[src/rtl/note_detector.sv]
// Square-wave note detector: measures the input half-period in clk cycles and locks onto one of eight note codes.
// Optional macro NOTE_DETECT_MEAS_EN adds the meas_hp/meas_stb measurement outputs.
module note_detector #(
  parameter int CW      = 21,
  parameter int TOL     = 512,
  parameter int MATCH_N = 3,
  parameter int TIMEOUT = 131071,
  parameter int NOM [0:7] = '{95420, 85035, 75758, 71429, 63776, 56819, 50608, 47801}
) (
  input  logic          clk,
  input  logic          reset,
  input  logic          en,
  input  logic          tone_in,
  output logic [2:0]    note,
  output logic          valid,
  output logic          note_stb
`ifdef NOTE_DETECT_MEAS_EN
  ,
  output logic [CW-1:0] meas_hp,
  output logic          meas_stb
`endif
);

  localparam logic [CW-1:0] TMO = CW'(TIMEOUT);
  localparam logic [2:0]    MN  = 3'(MATCH_N);

  typedef enum logic [1:0] {IDLE = 2'd0, MEASURE = 2'd1, LOCKED = 2'd2} state_t;

  state_t        state;
  state_t        next_state;
  logic          sync1;
  logic          sync2;
  logic          prev;
  logic [CW-1:0] hp_cnt;
  logic [2:0]    match_cnt;
  logic [2:0]    cand;
  logic          tone_edge;
  logic          timeout_hit;
  logic [3:0]    cls;
  logic          hit;
  logic [2:0]    hit_code;
  logic          hold_lock;
  logic [2:0]    cand_upd;
  logic [2:0]    match_upd;
  logic          lock_evt;
  logic          valid_d;
  logic          note_stb_d;
  logic [2:0]    note_d;

  // Returns {hit, code}; scanning downward lets the lowest matching code win.
  function automatic logic [3:0] classify(input logic [CW-1:0] m);
    logic [3:0] r;
    r = 4'b0000;
    for (int i = 7; i >= 0; i--) begin
      r = (int'(m) >= NOM[i] - TOL && int'(m) <= NOM[i] + TOL) ? {1'b1, 3'(i)} : r;
    end
    return r;
  endfunction

  // Two-flop synchronizer plus previous-sample register for edge detection.
  always_ff @(posedge clk) begin
    if (reset) begin
      sync1 <= 1'b0;
      sync2 <= 1'b0;
      prev  <= 1'b0;
    end else begin
      sync1 <= tone_in;
      sync2 <= sync1;
      prev  <= sync2;
    end
  end

  assign tone_edge   = sync2 ^ prev;
  assign timeout_hit = !tone_edge && (hp_cnt == TMO);
  assign cls         = classify(hp_cnt);
  assign hit         = cls[3];
  assign hit_code    = cls[2:0];
  assign hold_lock   = hit && (hit_code == note);

  // Candidate and run-length update applied on a measured edge.
  always_comb begin
    cand_upd  = cand;
    match_upd = 3'd0;
    if (hit && (hit_code == cand)) begin
      match_upd = match_cnt + 3'd1;
    end else if (hit) begin
      cand_upd  = hit_code;
      match_upd = 3'd1;
    end else begin
      cand_upd  = cand;
      match_upd = 3'd0;
    end
  end

  // State register.
  always_ff @(posedge clk) begin
    if (reset) begin
      state <= IDLE;
    end else begin
      state <= next_state;
    end
  end

  // Next-state logic; an edge takes precedence over a same-cycle timeout.
  always_comb begin
    next_state = state;
    if (!en) begin
      next_state = IDLE;
    end else begin
      case (state)
        IDLE: begin
          next_state = tone_edge ? MEASURE : IDLE;
        end
        MEASURE: begin
          if (tone_edge) begin
            next_state = (match_upd == MN) ? LOCKED : MEASURE;
          end else begin
            next_state = timeout_hit ? IDLE : MEASURE;
          end
        end
        LOCKED: begin
          if (tone_edge) begin
            next_state = hold_lock ? LOCKED : MEASURE;
          end else begin
            next_state = timeout_hit ? IDLE : LOCKED;
          end
        end
        default: begin
          next_state = IDLE;
        end
      endcase
    end
  end

  // Output decode: next values of the registered outputs.
  always_comb begin
    lock_evt   = (state == MEASURE) && (next_state == LOCKED);
    valid_d    = (next_state == LOCKED);
    note_stb_d = lock_evt;
    note_d     = lock_evt ? cand_upd : note;
  end

  // Registered outputs.
  always_ff @(posedge clk) begin
    if (reset) begin
      note     <= 3'd0;
      valid    <= 1'b0;
      note_stb <= 1'b0;
    end else begin
      note     <= note_d;
      valid    <= valid_d;
      note_stb <= note_stb_d;
    end
  end

  // Half-period counter and match tracking.
  always_ff @(posedge clk) begin
    if (reset) begin
      hp_cnt    <= '0;
      match_cnt <= 3'd0;
      cand      <= 3'd0;
    end else if (!en) begin
      hp_cnt    <= '0;
      match_cnt <= 3'd0;
    end else begin
      if (tone_edge) begin
        hp_cnt <= CW'(1);
      end else if (hp_cnt != TMO) begin
        hp_cnt <= hp_cnt + CW'(1);
      end else begin
        hp_cnt <= hp_cnt;
      end
      if (next_state == IDLE) begin
        match_cnt <= 3'd0;
      end else if (tone_edge && (state != IDLE) && !((state == LOCKED) && hold_lock)) begin
        match_cnt <= match_upd;
        cand      <= cand_upd;
      end else begin
        match_cnt <= match_cnt;
      end
    end
  end

`ifdef NOTE_DETECT_MEAS_EN
  // Capture of every measured (non-arming) half-period.
  always_ff @(posedge clk) begin
    if (reset) begin
      meas_hp  <= '0;
      meas_stb <= 1'b0;
    end else if (en && tone_edge && (state != IDLE)) begin
      meas_hp  <= hp_cnt;
      meas_stb <= 1'b1;
    end else begin
      meas_stb <= 1'b0;
    end
  end
`endif

endmodule

[config.mk]
export PLATFORM = sky130hd
export DESIGN_NAME = note_detector
export DESIGN_NICKNAME = d
export VERILOG_FILES = /design/src/rtl/note_detector.sv
export SDC_FILE = /design/constraint.sdc
export NUM_CORES = 1
export LEC_CHECK = 0
export ABC_AREA = 1
export BUFFER_PORTS_ARGS = -buffer_cell sky130_fd_sc_hd__buf_2
export CORE_MARGIN = 2
export CORE_UTILIZATION = 30
export DETAILED_ROUTE_END_ITERATION = 8
export PLACE_DENSITY_LB_ADDON = 0.12
export SLEW_MARGIN = 20
export SYNTH_ARGS = -nofsm -noshare
export SYNTH_HDL_FRONTEND = slang
export SYNTH_SLANG_ARGS = --single-unit
[constraint.sdc]
create_clock -name clk -period 6.4 [get_ports clk]
set_input_delay 0.96 -clock clk [delete_from_list [all_inputs] [get_ports clk]]
set_output_delay 0.96 -clock clk [all_outputs]
set_load 0.05 [all_outputs]
==> results.sh <==
export IMPL_status="finished, final reports clean"
export IMPL_slew_limit_headroom_pct=58.5
export IMPL_worst_path_buf_inv=0
export IMPL_path_class="reg2reg"
export IMPL_num_antenna_cells=0
export IMPL_clock_skew_ns=0.00944
export IMPL_fmax_mhz=298
export IMPL_synth_cell_type_count=30
export IMPL_hp_class="reg2reg"
export IMPL_track_usage_pct=20.3
export IMPL_pwr_share_clk_pct=40.0
export IMPL_max_cap_viol_count=0
export IMPL_power_share_combinational_pct=4.8
export IMPL_grt_pass1_wl_um=18100
export IMPL_clk_path_buf_depth=2
export IMPL_arrival_ns=3.54
export IMPL_synth_warnings=0
export IMPL_dp_hpwl_um=8670
export IMPL_gp_congestion=1.04
export IMPL_ys_seq_area_share_pct=23.2
export IMPL_yosysMostFrequentCell="nand2_1"
export IMPL_min_period_ns=3.36
export IMPL_crit_required_ns=6.58
export IMPL_drive_gt1_share_pct=7.55
export IMPL_stdcell_area_um2=3410
export IMPL_antenna_found_initial=0
export IMPL_grt_remaining_overflow=0
export IMPL_worstMarginPinSlew_ns=0.622
export IMPL_vdd_drop_max_mv=0.0881
export IMPL_vias=3671
export IMPL_antenna_left=0
export IMPL_wl_per_cell_um=15.2
export IMPL_synth_ff_type="dfxtp_1"
export IMPL_rsz0062_at_grt="no"
export IMPL_vias_per_cell=5.11
export IMPL_cts_tree="yes"
export IMPL_hold_slack_ns=0.406
export IMPL_drt_first_iter_violations=492
export IMPL_synthCells=583
export IMPL_dieHeight_um=107
export IMPL_drt_wl_total_um=11000
export IMPL_cts_resized=0
export IMPL_fin_setup_tns_ns=0
export IMPL_cts_sinks=37
export IMPL_p_seq_share_pct=55.2
export IMPL_leakagePower_nw=1.56
export IMPL_crit_top_cell="nand2_1"
export IMPL_drc=0
export IMPL_synth_top_area_share_pct=23.2
export IMPL_drtPass1Iterations=7
export IMPL_cp_max_fo=12
export IMPL_die_width_um=107
export IMPL_rows=37
export IMPL_clock_root_buffer="clkbuf_8"
export IMPL_internal_power_w=0.000315
export IMPL_core_area_um2=10300
export IMPL_worstSetupStartpointType="register"
export IMPL_clock_latency_ns=0.30
export IMPL_finalSetupViolCount=0
export IMPL_dieArea_um2=11500
export IMPL_period_share_pct=52.5
export IMPL_cpMaxStageDelayCell="nor2_1"
export IMPL_post_cts_buffers=0
export IMPL_h_tree_depth=2
export IMPL_syn2layout_area_growth_pct=6.70
export IMPL_placed_cells=711
export IMPL_synth_edf_count=0
export IMPL_postPlaceCellArea_um2=3320
export IMPL_grt_pass1_vias=3411
export IMPL_syn_area_um2=3190
export IMPL_finalNonFillerCells=719
export IMPL_sw_frac_of_total_pct=25.6
export IMPL_cts_clk_slew_worst_paths_ns=0.09
export IMPL_ioPinCount=9
export IMPL_initial_utilization_pct=30.9
export IMPL_hold_violations=0
export IMPL_synth_fp_nets=591
export IMPL_power_density_nw_per_um2=124
export IMPL_cts_buffers=5
export IMPL_cpPeakStageDelay_ns=0.60
export IMPL_synth_area_leader_cell="dfxtp_1"
export IMPL_ys_ff_latch=37
export IMPL_grt_start_max_net_pins=17
export IMPL_synthTopCellsByCount="154 x nand2_1, 102 x nor2_1, 73 x inv_1"
export IMPL_holdBufCountCts=0
export IMPL_p_switching_w=0.000108
export IMPL_syn_area_per_cell_um2=5.48
export IMPL_async_flop_share_pct=0
export IMPL_maxSlewViolCount=0
export IMPL_fin_nets=590
export IMPL_ys_top_cells_by_area="dfxtp_1 23%, nand2_1 18%, nor2_1 12%"
export IMPL_worstPathCellList="nor2_1 -> nand2_1 -> nor2_1 -> nand4_1 -> nand2_1 -> nand2_2 -> nand2_2 -> nor2_4 -> xor2_1 -> nor2_1 -> nand3_1 -> nand2_1 -> nand3_1 -> nand2_1 -> nand3_1 -> o21ai_0 -> a21oi_1"
export IMPL_critPathTopFamily="simple AND/OR/NAND/NOR gates"
export IMPL_cp_end_kind="register"
export IMPL_port_buffers=8
## layer usage
layer	vias up	share of wire (%)	track usage, %
li1	1855	-	-
met1	1646	48	29.3
met2	139	42	30.5
met3	31	7.1	2.74
met4	0	3.3	7.88
met5	-	0	0
## cell type report
type | count | area, um^2
Tap cell | 136 | 170
Sequential cell | 37 | 741
Clock buffer | 7 | 76.3
Timing Repair Buffer | 9 | 47.5
Multi-Input combinational cell | 442 | 2040
Inverter | 87 | 327
Fill cell | 1176 | 6920
Clock inverter | 1 | 7.51
## cell usage in the layout (no fill, tap or decap), types with 3 or more instances in the layout
| master | instances |
|---|---|
| inv_1 | 73 |
| dfxtp_1 | 37 |
| nand3_1 | 62 |
| nor4_1 | 3 |
| buf_2 | 8 |
| clkbuf_8 | 5 |
| nor2_1 | 102 |
| a31oi_1 | 3 |
| nor3_1 | 16 |
| nand2_2 | 7 |
| nor2_2 | 5 |
| a21oi_1 | 27 |
| inv_2 | 10 |
| o21ai_0 | 17 |
| ha_1 | 4 |
| clkinv_1 | 4 |
| xor2_1 | 7 |
| nand2_1 | 154 |
| nand4_1 | 20 |
| o21ai_1 | 4 |
## metrics by stage
| stage | total power, W | setup WS (ns) | util [%] |
|---|---|---|---|
| final | 0.000423 | 3.04 | 33.0 |
| after global routing | 0.000445 | 2.58 | 33.0 |
| after CTS | 0.000433 | 3.12 | 33.0 |
| after detailed placement | 0.000259 | 3.16 | 32.2 |
| after global placement | 0.000259 | 3.07 | 32.2 |
| after floorplan | 0.000252 | 4.04 | - |
## flip-flops by register name, summed over array words and instances (netlist names)
register   count
hp_cnt        21
cand           3
match_cnt      3
note           3
state          2
note_stb       1
prev           1
sync1          1
sync2          1
valid          1
## worst min-delay path, stage by stage, from the launching register on
cell     delay [ns]
dfxtp_1        0.30
inv_1          0.04
nor2_1         0.03
## final timing paths
kind	slack, ns	end	start	cells after the start
worst max-delay path	3.04	note[1]$_SDFFE_PP0P_	hp_cnt[17]$_SDFFE_PP0N_	17
worst min-delay path	0.41	sync2$_SDFF_PP0_	sync1$_SDFF_PP0_	2
worst max register to register	3.04	note[1]$_SDFFE_PP0P_	hp_cnt[17]$_SDFFE_PP0N_	17
worst min register to register	0.41	sync2$_SDFF_PP0_	sync1$_SDFF_PP0_	2
## power groups by stage
stage          sequential (W)  combinational [W]  clock, W
2_1_floorplan        0.000238          0.0000139         0
3_3_place_gp         0.000239          0.0000201         0
3_5_place_dp         0.000239          0.0000198         0
4_1_cts              0.000233          0.0000199  0.000180
5_1_grt              0.000234          0.0000231  0.000188
6_report             0.000234          0.0000202  0.000169
## cell families after synthesis
family	count (synthesis)	synth area share [%]
buffers and inverters	104	13.0
and+or+nand+nor	377	51.5
xor gates and xnor gates	7	1.92
DFF	37	23.2
AOI/OAI and AO/OA	54	8.89
adders and majority gates	4	1.57
(Power assumes the default switching activity.)
